File: config.mk
export PLATFORM = sky130hd
export DESIGN_NAME = pe_out_chan
export DESIGN_NICKNAME = d
export VERILOG_FILES = /design/src/rtl/pe_pkg.sv /design/src/rtl/pe_chan_fifo.sv /design/src/rtl/pe_out_chan.sv
export SDC_FILE = /design/constraint.sdc
export NUM_CORES = 1
export LEC_CHECK = 0
export CAP_MARGIN = 20
export CORE_MARGIN = 8
export CORE_UTILIZATION = 49
export CTS_BUF_LIST = sky130_fd_sc_hd__clkbuf_8
export CTS_CLUSTER_SIZE = 28
export DETAILED_ROUTE_END_ITERATION = 8
export MAX_ROUTING_LAYER = met4
export PLACE_DENSITY = 0.86
export RECOVER_POWER = 25
export REMOVE_ABC_BUFFERS = 1
export SLEW_MARGIN = 20
export SYNTH_ARGS = -nofsm -noshare
export SYNTH_HDL_FRONTEND = slang
export SYNTH_SLANG_ARGS = --single-unit
File: constraint.sdc
create_clock -name clk -period 4.2 [get_ports clk]
set_clock_uncertainty 0.15 [all_clocks]
set_input_delay 1.26 -clock clk [delete_from_list [all_inputs] [get_ports clk]]
set_output_delay 1.26 -clock clk [all_outputs]
set_load 0.01 [all_outputs]
File: src/rtl/pe_pkg.sv
// Shared types and helpers for the PE output channel.
// The optional error flag in pe_out_chan is enabled with the macro PE_OUT_CHAN_ERR_EN.
package pe_pkg;

   // Default fan-out width and the largest fan-out the channel is meant for.
   localparam int PE_NUM_DST = 4;
   localparam int PE_MAX_DST = 16;

   typedef logic [PE_NUM_DST-1:0] dst_mask_t;

   // Pointer width for a FIFO of the given depth; never below one bit.
   function automatic int ptr_w(input int depth);
      return (depth <= 2) ? 1 : $clog2(depth);
   endfunction

endpackage

File: src/rtl/pe_chan_fifo.sv
// Small circular buffer for the PE output channel: storage, pointers and
// occupancy count. Callers must never write while full or read while empty.
module pe_chan_fifo
   import pe_pkg::*;
#(
   parameter  int DATA_WIDTH = 32,
   parameter  int DEPTH      = 2,
   localparam int PW         = ptr_w(DEPTH),
   localparam int CW         = PW + 1
) (
   input  logic                  clk,
   input  logic                  rst_n,
   input  logic                  clear,
   input  logic                  wr_en_i,
   input  logic [DATA_WIDTH-1:0] wr_data_i,
   input  logic                  rd_en_i,
   output logic [DATA_WIDTH-1:0] rd_data_o,
   output logic [CW-1:0]         occ_o,
   output logic                  empty_o,
   output logic                  full_o
);

   logic [DATA_WIDTH-1:0] mem_q [DEPTH];
   logic [PW-1:0]         wr_ptr_q, wr_ptr_d;
   logic [PW-1:0]         rd_ptr_q, rd_ptr_d;
   logic [CW-1:0]         occ_q, occ_d;

   // Next-state for pointers and occupancy; pointers wrap naturally.
   always_comb begin
      wr_ptr_d = wr_ptr_q;
      rd_ptr_d = rd_ptr_q;
      occ_d    = occ_q;
      if (wr_en_i) wr_ptr_d = wr_ptr_q + PW'(1);
      if (rd_en_i) rd_ptr_d = rd_ptr_q + PW'(1);
      case ({wr_en_i, rd_en_i})
         2'b10:   occ_d = occ_q + CW'(1);
         2'b01:   occ_d = occ_q - CW'(1);
         default: occ_d = occ_q;
      endcase
   end

   // Control state; clear discards everything exactly like reset.
   always_ff @(posedge clk) begin
      if (!rst_n || clear) begin
         wr_ptr_q <= '0;
         rd_ptr_q <= '0;
         occ_q    <= '0;
      end else begin
         wr_ptr_q <= wr_ptr_d;
         rd_ptr_q <= rd_ptr_d;
         occ_q    <= occ_d;
      end
   end

   // Storage array; contents are meaningless until written.
   always_ff @(posedge clk) begin
      if (wr_en_i) mem_q[wr_ptr_q] <= wr_data_i;
   end

   assign rd_data_o = mem_q[rd_ptr_q];
   assign occ_o     = occ_q;
   assign empty_o   = (occ_q == '0);
   assign full_o    = (occ_q == CW'(DEPTH));

endmodule

File: src/rtl/pe_out_chan.sv
// PE output channel: consumer end of the FU alloc/valid/data/ready interface.
// The FU reserves a slot (fu_alloc while out_ready), later writes the result
// (fu_valid); each buffered entry is broadcast to every enabled destination
// and retires once all of them have taken it (valid && ready per destination).
// Optional sticky protocol-error flag: define PE_OUT_CHAN_ERR_EN.
module pe_out_chan
   import pe_pkg::*;
#(
   parameter int DATA_WIDTH = 32,
   parameter int DEPTH      = 2,
   parameter int NUM_DST    = PE_NUM_DST
) (
   input  logic                  clk,
   input  logic                  rst_n,
   input  logic                  clear,
   input  logic                  cfgd,
   input  logic [NUM_DST-1:0]    cfg_dst_mask,
   input  logic                  fu_alloc,
   input  logic                  fu_valid,
   input  logic [DATA_WIDTH-1:0] fu_out,
   output logic                  out_ready,
   output logic [NUM_DST-1:0]    dst_valid,
   output logic [DATA_WIDTH-1:0] dst_data,
   input  logic [NUM_DST-1:0]    dst_ready,
   output logic                  empty,
   output logic                  err
);

   localparam int CW = ptr_w(DEPTH) + 1;
   localparam int LW = CW + 1;

   logic [CW-1:0]      occ;
   logic               fifo_empty, fifo_full;
   logic [CW-1:0]      rsv_q, rsv_d;
   logic [NUM_DST-1:0] sent_q, sent_d;
   logic [NUM_DST-1:0] accept;
   logic [LW-1:0]      level;
   logic               alloc_ok, wr_ok, retire;

   // Slot availability depends on registered state only, never on fu_*.
   assign level     = {1'b0, occ} + {1'b0, rsv_q};
   assign out_ready = cfgd && (level < LW'(DEPTH));
   assign alloc_ok  = fu_alloc && out_ready;
   // A write is legal against an existing reservation or a same-cycle alloc.
   assign wr_ok     = cfgd && fu_valid && ((rsv_q != '0) || alloc_ok);

   assign dst_valid = {NUM_DST{cfgd && !fifo_empty}} & cfg_dst_mask & ~sent_q;
   assign accept    = dst_valid & dst_ready;
   assign retire    = cfgd && !fifo_empty && (&(sent_q | accept | ~cfg_dst_mask));
   assign empty     = fifo_empty;

   pe_chan_fifo #(
      .DATA_WIDTH (DATA_WIDTH),
      .DEPTH      (DEPTH)
   ) u_fifo (
      .clk       (clk),
      .rst_n     (rst_n),
      .clear     (clear),
      .wr_en_i   (wr_ok && !fifo_full),
      .wr_data_i (fu_out),
      .rd_en_i   (retire),
      .rd_data_o (dst_data),
      .occ_o     (occ),
      .empty_o   (fifo_empty),
      .full_o    (fifo_full)
   );

   // Reservation count and head-entry delivery bits for the next cycle.
   always_comb begin
      rsv_d = rsv_q;
      if (alloc_ok && !wr_ok)      rsv_d = rsv_q + CW'(1);
      else if (wr_ok && !alloc_ok) rsv_d = rsv_q - CW'(1);
      sent_d = retire ? '0 : (sent_q | accept);
   end

   // Reservation and sent-bit registers; clear wins over any same-cycle event.
   always_ff @(posedge clk) begin
      if (!rst_n || clear) begin
         rsv_q  <= '0;
         sent_q <= '0;
      end else begin
         rsv_q  <= rsv_d;
         sent_q <= sent_d;
      end
   end

`ifdef PE_OUT_CHAN_ERR_EN
   logic err_q;
   logic bad_evt;

   // Orphan write (no reservation) or alloc refused while configured.
   assign bad_evt = (fu_valid && (rsv_q == '0) && !alloc_ok) ||
                    (cfgd && fu_alloc && !out_ready);

   // Sticky error flag, cleared only by reset or clear.
   always_ff @(posedge clk) begin
      if (!rst_n || clear) err_q <= 1'b0;
      else if (bad_evt)    err_q <= 1'b1;
   end

   assign err = err_q;
`else
   assign err = 1'b0;
`endif

endmodule

== After elaboration in Yosys (flattened, before gate mapping) ==
Memories as Yosys holds them, arrays and structs flattened. A register that Yosys moved wholly into a read port is not among the register bits.
Cells that the tools add are included.

* Output and inout bits: 39
* Word-level logic and storage cells: 53
* RAM bits: 64
* Input port bits: 46
* Memories kept: 1
* Register bits: 10

* Eq/ne operators: 3
* Order comparisons: 1
* Bitwise logic cells: 7
* $add $sub $neg: 7
* Muxes and demuxes: 7
* Reductions and logical operators: 22

{| class="wikitable"
|+ Memory list
! name !! depth !! bits a word !! rd ports !! clocked after memory_dff !! write ports !! line !! text
|-
| u_fifo.mem_q || 2 || 32 || 1 || 1 || 1 || pe_chan_fifo.sv:23 || <nowiki>logic [DATA_WIDTH-1:0] mem_q [DEPTH];</nowiki>
|}

{| class="wikitable"
|+ Operators by type and width
! operator !! count
|-
| 4-bit AND || 3
|-
| 1-bit logical AND || 9
|-
| 4-bit NOT || 2
|-
| 4-bit OR || 2
|-
| 2-bit nonzero test || 3
|-
| 1-bit logical NOT || 5
|-
| 2-bit by 1-bit adder with 2-bit output, second input constant || 2
|-
| 2-bit equality test, second input constant || 2
|-
| 1-bit two-way mux || 4
|-
| 2-bit two-way mux || 2
|-
| 2-bit one-hot mux with 2 select lines || 1
|-
| 4-bit AND reduction || 1
|-
| 2-bit by 1-bit subtractor with 2-bit output, second input constant || 2
|-
| 2-bit by 2-bit adder with 3-bit output || 1
|-
| 3-bit by 2-bit less-than comparator with 1-bit output, second input constant || 1
|-
| 1-bit adder, second input constant || 2
|-
| 2-bit by 1-bit equality test with 1-bit output, second input constant || 1
|-
| 2-bit logical NOT || 1
|-
| 1-bit logical OR || 2
|-
| 2-bit OR reduction || 1
|}

== Depth between registers and ports, before layout ==
Gate-level depths: netlist (run 1).

* Depth in word-level cells: 12
* Mapped depth: 9
* Depth with buffers taken out: 9

== Hierarchy ==
A second synthesis (run 1) with hierarchy kept.

* Cells, all modules: 171
* Area, all modules: 2,926.6 um^2

{| class="wikitable"
|+ Modules (own cells, without submodules)
! module !! area each (um^2) !! cells an instance !! times used
|-
| pe_chan_fifo || 2,519.9 || 123 || 1
|-
| pe_out_chan || 406.6 || 48 || 1
|}

== Least setup slack after synthesis (run 1) ==
OpenSTA, ideal clock, no wires.

* Path type: input port to flip-flop
* Start point: in cfgd
* End point: mem u_fifo.mem_q[0][0] (enable)
* Slack: 0.375 ns
* Path buffers: 0
* Cell stages on the path: 4
* Arrival time: 3.254 ns
* Data required time: 3.629 ns
* Cell sequence: nand4bb_1 a221oi_1 inv_1 nor2_1

* Longest elaborated chain between the ends: 7
* Elaborated cells between the ends (all ways): 8
* Those cells by class: mux: 2; reduce/logical: 6

{| class="wikitable"
|+ Ends and longest elaborated chain
! element !! line !! text
|-
| from (decl) || pe_out_chan.sv:16 || <nowiki>input logic cfgd,</nowiki>
|-
| 1-bit logical AND || pe_out_chan.sv:42 || <nowiki>assign out_ready = cfgd && (level < LW'(DEPTH));</nowiki>
|-
| 1-bit logical AND || pe_out_chan.sv:43 || <nowiki>assign alloc_ok = fu_alloc && out_ready;</nowiki>
|-
| 1-bit logical OR || pe_out_chan.sv:45 || <nowiki>assign wr_ok = cfgd && fu_valid && ((rsv_q != '0) || alloc_ok);</nowiki>
|-
| 1-bit logical AND (*) || pe_out_chan.sv:45 ||
|-
| 1-bit logical AND (*) || pe_out_chan.sv:59 || <nowiki>.wr_en_i (wr_ok && !fifo_full),</nowiki>
|-
| 1-bit two-way mux (*) || pe_chan_fifo.sv:57 || <nowiki>if (wr_en_i) mem_q[wr_ptr_q] <= wr_data_i;</nowiki>
|-
| 1-bit two-way mux (not written as such) (*) || pe_chan_fifo.sv:57 ||
|-
| to (decl) || pe_chan_fifo.sv:23 ||
|}

Every way passes the cells marked *; elsewhere a longest branch is shown, timed or not.

== Worst setup path in the final report (run 1) ==
* Start point: in cfg_dst_mask[3]
* End point: out dst_valid[3]

* Longest elaborated chain between the ends: 2

{| class="wikitable"
|+ Ends and longest elaborated chain
! element !! line !! text
|-
| from (decl) || pe_out_chan.sv:17 || <nowiki>input logic [NUM_DST-1:0] cfg_dst_mask,</nowiki>
|-
| 4-bit AND (2 in series) || pe_out_chan.sv:47 || <nowiki>assign dst_valid = {NUM_DST{cfgd && !fifo_empty}} & cfg_dst_mask & ~sent_q;</nowiki>
|-
| to (decl) || pe_out_chan.sv:22 || <nowiki>output logic [NUM_DST-1:0] dst_valid,</nowiki>
|}

No other way between the ends.

==> flow_metrics.py, run 1 <==
metrics = {
    "critical_path": {
        "path_cells": "clkdlybuf4s50_1 > nor3b_1 > clkdlybuf4s50_1",
        "critPathKind": "input port to output port",
        "crit_path_end": "dst_valid[3]",
        "r2r-start": "u_fifo.occ_o[0]$_SDFFE_PP0P_",
        "path_max_fanout": 3,
        "cpMostUsedCell": "clkdlybuf4s50_1",
        "critical_path_buf_inv_count": 2,
        "critPathMaxStageDelay_ns": 0.57,
        "crit_path_end_kind": "output port",
        "crit_required_ns": 2.79,
        "slowest_stage": "clkdlybuf4s50_1",
        "worstReg2RegEnd": "u_fifo.occ_o[1]$_SDFFE_PP0P_",
        "cp-startpoint": "cfg_dst_mask[3]",
        "r2r_cells": 8,
        "worst-path-stages": 3,
        "crit_arrival_ns": 2.49,
        "ff2ff_setup_slack_ns": 1.16,
        "start_kind": "input port",
        "crit_family": "buffers and inverters",
    },
    "die": {
        "die_w_um": 92.92,
        "rows": 28,
        "top_level_ports": 85,
        "core_mm2": 0.005816,
        "die_area_mm2": 0.008634,
        "start_util_pct": 49.85,
        "die_h_um": 92.92,
    },
    "final_layout": {
        "final_common_cell": "edfxtp_1",
        "mostFrequentLayoutCells": "edfxtp_1, clkdlybuf4s50_1, mux2_2",
        "fill_cells": 415,
        "antenna_cells": 0,
        "finalNonFillerCells": 344,
        "area_growth_syn_to_layout_pct": 41.95,
        "nNetsFinal": 314,
        "drive_gt1_share_pct": 19.70,
        "final_util_pct": 70.76,
    },
    "power_and_ir_drop": {
        "pwr-share-seq_pct": 52.1,
        "power_density_mw_per_mm2": 385.6,
        "p_int_mw": 1.282,
        "p_total_mw": 1.587,
        "ir_drop_mv": 0.2024,
        "power_leakage_nw": 1.393,
        "switching_share_pct": 19.18,
        "power_switching_mw": 0.3044,
        "p_clk_share_pct": 40.9,
        "combPwrFrac_pct": 7.0,
    },
    "placed_design": {
        "port_buffers": 83,
        "hpwl_mm": 4.085,
        "dp_cells": 329,
        "gp_congestion": 0.7322,
    },
    "routing": {
        "drc": 0,
        "final_antenna_net_count": 0,
        "routed_wl_mm": 5.830,
        "drt-initial-drc-count": 50,
        "first_pass_iters": 4,
        "routed-via-count": 1736,
        "wl_per_cell_um": 16.95,
        "via_per_inst": 5.047,
    },
    "worst_hold_path": {
        "min_path_type": "flop to flop",
        "hold_start": "sent_q[2]$_SDFF_PP0_",
        "hold_depth": 2,
    },
    "clock_tree": {
        "post_cts_resized": 0,
        "cts_buffers": 9,
        "root_buffer": "clkbuf_8",
        "cts_setup_buffers": 0,
        "htreeDepth": 3,
        "numClockSinks": 75,
        "ctsHoldBuffers": 0,
        "clockBufferDepth": 2,
        "cts_tree": "done",
        "clkTransAtPathRegs_ns": 0.07,
        "clk_latency_ns": 0.33,
    },
    "yosys": {
        "postSynth.asyncResetShare_pct": 0,
        "synth_cells": 172,
        "avgSynthCellArea_um2": 16.85,
        "yosysUniqueCellTypes": 30,
        "synth_warnings": 0,
        "synth_area_mm2": 0.002899,
        "seq_area_frac_synth_pct": 73.89,
        "synth-edff-count": 64,
        "synth-seq-cells": 75,
        "synthFlopType": "edfxtp_1",
    },
    "sta": {
        "slew_violations": 0,
        "max_freq_mhz": 256.1,
        "setup_viol": 0,
        "hold_viol_final": 0,
        "holdWs_ns": 0.3183,
        "rsz0062_at_grt": "false",
        "finalSetupTns_ns": 0,
        "fin_crit_sh_pct": 92.96,
        "period_needed_ns": 3.904,
    },
    "global_route": {
        "grt_usage_pct": 14.18,
        "antenna_found_initial": 0,
        "grt_max_degree": 28,
        "grt_pass1_wl_mm": 9.052,
        "overflow": 0,
        "first_global_vias": 1864,
    },
    "outcome": {
        "outcome": "complete, no violations",
    },
    "flow_run": {
        "drv_cap": 0,
    },
}
## logic make-up (layout without fill, tap and decap cells)
family                     Yosys count  in the layout  synth area share [%]
buffers and inverters                8            105                 1.295
other                                1              1                0.1294
xor gates and xnor gates             5              5                 1.511
AOI/OAI and AO/OA                   17             17                 3.626
and+or+nand+nor                     31             31                 5.568
DFF                                 75             75                 73.89
muxes                               32             32                 12.43
adders and majority gates            3              3                 1.554
## sequential cells by signal (all words and copies together) (netlist names), named ones only
name	flops
u_fifo.mem_q	64
sent_q	4
rsv_q	2
u_fifo.occ_o	2
u_fifo.rd_ptr_q	1
u_fifo.wr_ptr_q	1
## cell type report
class	count	area, um^2	area share, %
Timing Repair Buffer	87	900.9	21.89
Multi-Input combinational cell	89	729.5	17.73
Tap cell	75	93.84	2.280
Inverter	3	11.26	0.2736
Sequential cell	75	2142	52.05
Clock inverter	6	113.9	2.767
Clock buffer	9	123.9	3.010
## tightest hold or removal path, stage by stage (launching register included)
cell	delay, ns
dfxtp_1	0.32
a31oi_1	0.05
nor2_1	0.07
## power groups by stage
stage | logic, mW | registers [mW] | clock network, mW
after floorplan | 0.0364 | 0.842 | 0
after global placement | 0.112 | 0.842 | 0
after detailed placement | 0.116 | 0.843 | 0
after CTS | 0.117 | 0.826 | 0.665
after global routing | 0.120 | 0.827 | 0.699
final | 0.111 | 0.826 | 0.650
## synth_stat cells (2+ instances only)
cell / number / share of area, %
xor2_1: 3 / 0.91
nand2b_1: 3 / 0.65
nand2_1: 2 / 0.26
o21ai_0: 4 / 0.69
or3_1: 3 / 0.65
xnor2_1: 2 / 0.60
edfxtp_1: 64 / 66
mux2_2: 30 / 12
nor3b_1: 3 / 0.78
dfxtp_1: 11 / 7.6
mux2_1: 2 / 0.78
a21oi_1: 4 / 0.69
inv_1: 3 / 0.39
a31oi_1: 4 / 0.86
nor2_1: 15 / 1.9
buf_2: 3 / 0.52
ha_1: 2 / 0.86
nor2b_1: 2 / 0.43
## through the flow
step	setup WS [ns]	cell area (um^2)
2_1_floorplan	0.3752	2873
3_3_place_gp	0.1138	3872
3_5_place_dp	0.1136	3872
4_1_cts	0.09777	4110
5_1_grt	0.2241	4115
6_report	0.2957	4115
## worst min path at each step
stage / to / slack (ns)
floorplan: sent_q[1]$_SDFF_PP0_ / 0.28
global placement: sent_q[2]$_SDFF_PP0_ / 0.29
detailed placement: sent_q[2]$_SDFF_PP0_ / 0.30
CTS: sent_q[2]$_SDFF_PP0_ / 0.32
global route: sent_q[2]$_SDFF_PP0_ / 0.34
finish: sent_q[2]$_SDFF_PP0_ / 0.32
## per-layer routing
layer,vias to the layer above,track usage (%),routed length [um]
met5,-,-,0
met4,0,6.980,97
met3,10,4.612,318
met2,58,22.90,2930
met1,840,15.42,2483
li1,828,-,-
(Power assumes the default switching activity.)
==> run 2, diff against run 1 <==
- MAX_ROUTING_LAYER: met4 -> default
==> run 2 against run 1 <==
  * Power is essentially flat
  * Global-route usage shrank 0.45 points
  * Maximum frequency is essentially flat
  * Sequential power is essentially flat
  * Combinational power is essentially flat
  * Critical endpoint unchanged
  * Largest cell class unchanged
==> flow_metrics.py, run 2 (same netlist as run 1, synthesis figures left out) <==
metrics = {
    "outcome": {
        "outcome": "complete, no violations",
    },
    "clock_tree": {
        "numClockSinks": 75,
        "cts_setup_buffers": 0,
        "cts_tree": "done",
        "clk_latency_ns": 0.33,
        "root_buffer": "clkbuf_8",
        "cts_buffers": 9,
        "clockBufferDepth": 2,
        "htreeDepth": 3,
        "ctsHoldBuffers": 0,
        "clkTransAtPathRegs_ns": 0.07,
    },
    "final_layout": {
        "mostFrequentLayoutCells": "edfxtp_1, clkdlybuf4s50_1, mux2_2",
        "reg_top3": "u_fifo.mem_q x64, sent_q x4",
        "nNetsFinal": 314,
        "top_register": "u_fifo.mem_q",
        "final_common_cell": "edfxtp_1",
        "fill_cells": 415,
        "area_growth_syn_to_layout_pct": 41.95,
        "largest_register_ffs": 64,
        "drive_gt1_share_pct": 19.70,
        "antenna_cells": 0,
    },
    "sta": {
        "hold_viol_final": 0,
        "finalSetupTns_ns": 0,
        "holdWs_ns": 0.3183,
        "period_needed_ns": 3.904,
        "slew_violations": 0,
        "setup_viol": 0,
        "max_freq_mhz": 256.1,
        "rsz0062_at_grt": "false",
        "fin_crit_sh_pct": 92.95,
    },
    "routing": {
        "final_antenna_net_count": 0,
        "via_per_inst": 5.026,
        "routed-via-count": 1729,
        "first_pass_iters": 4,
        "wl_per_cell_um": 16.94,
        "drt-initial-drc-count": 59,
        "drc": 0,
        "routed_wl_mm": 5.828,
    },
    "critical_path": {
        "slowest_stage": "clkdlybuf4s50_1",
        "crit_path_end_kind": "output port",
        "start_kind": "input port",
        "path_max_fanout": 3,
        "ff2ff_setup_slack_ns": 1.16,
        "critPathMaxStageDelay_ns": 0.57,
        "cpMostUsedCell": "clkdlybuf4s50_1",
        "crit_required_ns": 2.79,
        "crit_arrival_ns": 2.49,
        "path_cells": "clkdlybuf4s50_1 > nor3b_1 > clkdlybuf4s50_1",
        "critPathKind": "input port to output port",
    },
    "die": {
        "die_area_mm2": 0.008634,
        "start_util_pct": 49.85,
        "die_w_um": 92.92,
        "die_h_um": 92.92,
        "rows": 28,
        "core_mm2": 0.005816,
        "top_level_ports": 85,
    },
    "flow_run": {
        "drv_cap": 0,
    },
    "power_and_ir_drop": {
        "power_density_mw_per_mm2": 385.4,
        "ir_drop_mv": 0.2013,
        "power_leakage_nw": 1.393,
    },
    "global_route": {
        "first_global_vias": 1863,
        "grt_pass1_wl_mm": 9.032,
        "grt_usage_pct": 13.73,
        "antenna_found_initial": 0,
        "overflow": 0,
        "grt_max_degree": 28,
    },
    "placed_design": {
        "hpwl_mm": 4.085,
        "port_buffers": 83,
        "gp_congestion": 0.7237,
    },
    "worst_hold_path": {
        "min_path_type": "flop to flop",
    },
}
-- run 2: cell counts in the layout (fill, tap and decap cells not counted) --
No cell type changed its count.
-- run 2: metrics by stage --
step	cell area, um^2	util, %	cells	worst slack, ns	total power [mW]
2_1_floorplan	2873	-	167	0.3752	0.8788
4_1_cts	4110	70.68	344	0.09777	1.608
3_3_place_gp	3872	66.59	329	0.1138	0.9544
5_1_grt	4115	70.76	344	0.2241	1.646
6_report	4115	70.76	344	0.2959	1.586
3_5_place_dp	3872	66.59	329	0.1136	0.9588
-- run 2: routing by layer --
metal  global-route usage (%)  wire length [um]
met1                    15.07              2411
met2                    22.84              2928
met3                    5.097               391
met4                    6.980                97
met5                        0                 0
-- run 2: worst max-delay path, delay by kind of cell --
family | cells | cell delay [ns]
and+or+nand+nor | 1 | 0.18
buffers and inverters | 2 | 1.05
-- run 2: final cells by class --
class | count | area, um^2 | share of cell area, %
inverters | 3 | 11.26 | 0.2736
multi-input cells | 89 | 729.5 | 17.73
clock inverters | 6 | 113.9 | 2.767
flip-flops and latches | 75 | 2142 | 52.05
clock buffers | 9 | 123.9 | 3.010
repair buffers | 87 | 900.9 | 21.89
well taps | 75 | 93.84 | 2.280
-- run 2: path summary, 6_finish.rpt --
kind	startpoint	endpoint	depth (start not counted)
worst max-delay path	cfg_dst_mask[3]	dst_valid[3]	3
worst min-delay path	sent_q[2]$_SDFF_PP0_	sent_q[2]$_SDFF_PP0_	2
worst max register to register	u_fifo.occ_o[0]$_SDFFE_PP0P_	u_fifo.occ_o[1]$_SDFFE_PP0P_	8
worst min register to register	sent_q[2]$_SDFF_PP0_	sent_q[2]$_SDFF_PP0_	2
-- run 2: report_power, final --
group	switching, mW	internal [mW]	total [mW]	leakage [nW]
registers	0.00490	0.821	0.826	0.668
clock network	0.256	0.393	0.649	0.112
logic	0.0431	0.0680	0.111	0.613
total	0.304	1.28	1.59	1.39
-- run 2: repair_timing --
item	CTS	global route
gates resized for setup	0	2
endpoints found under the setup margin	0	1
endpoints found under the hold margin	0	0
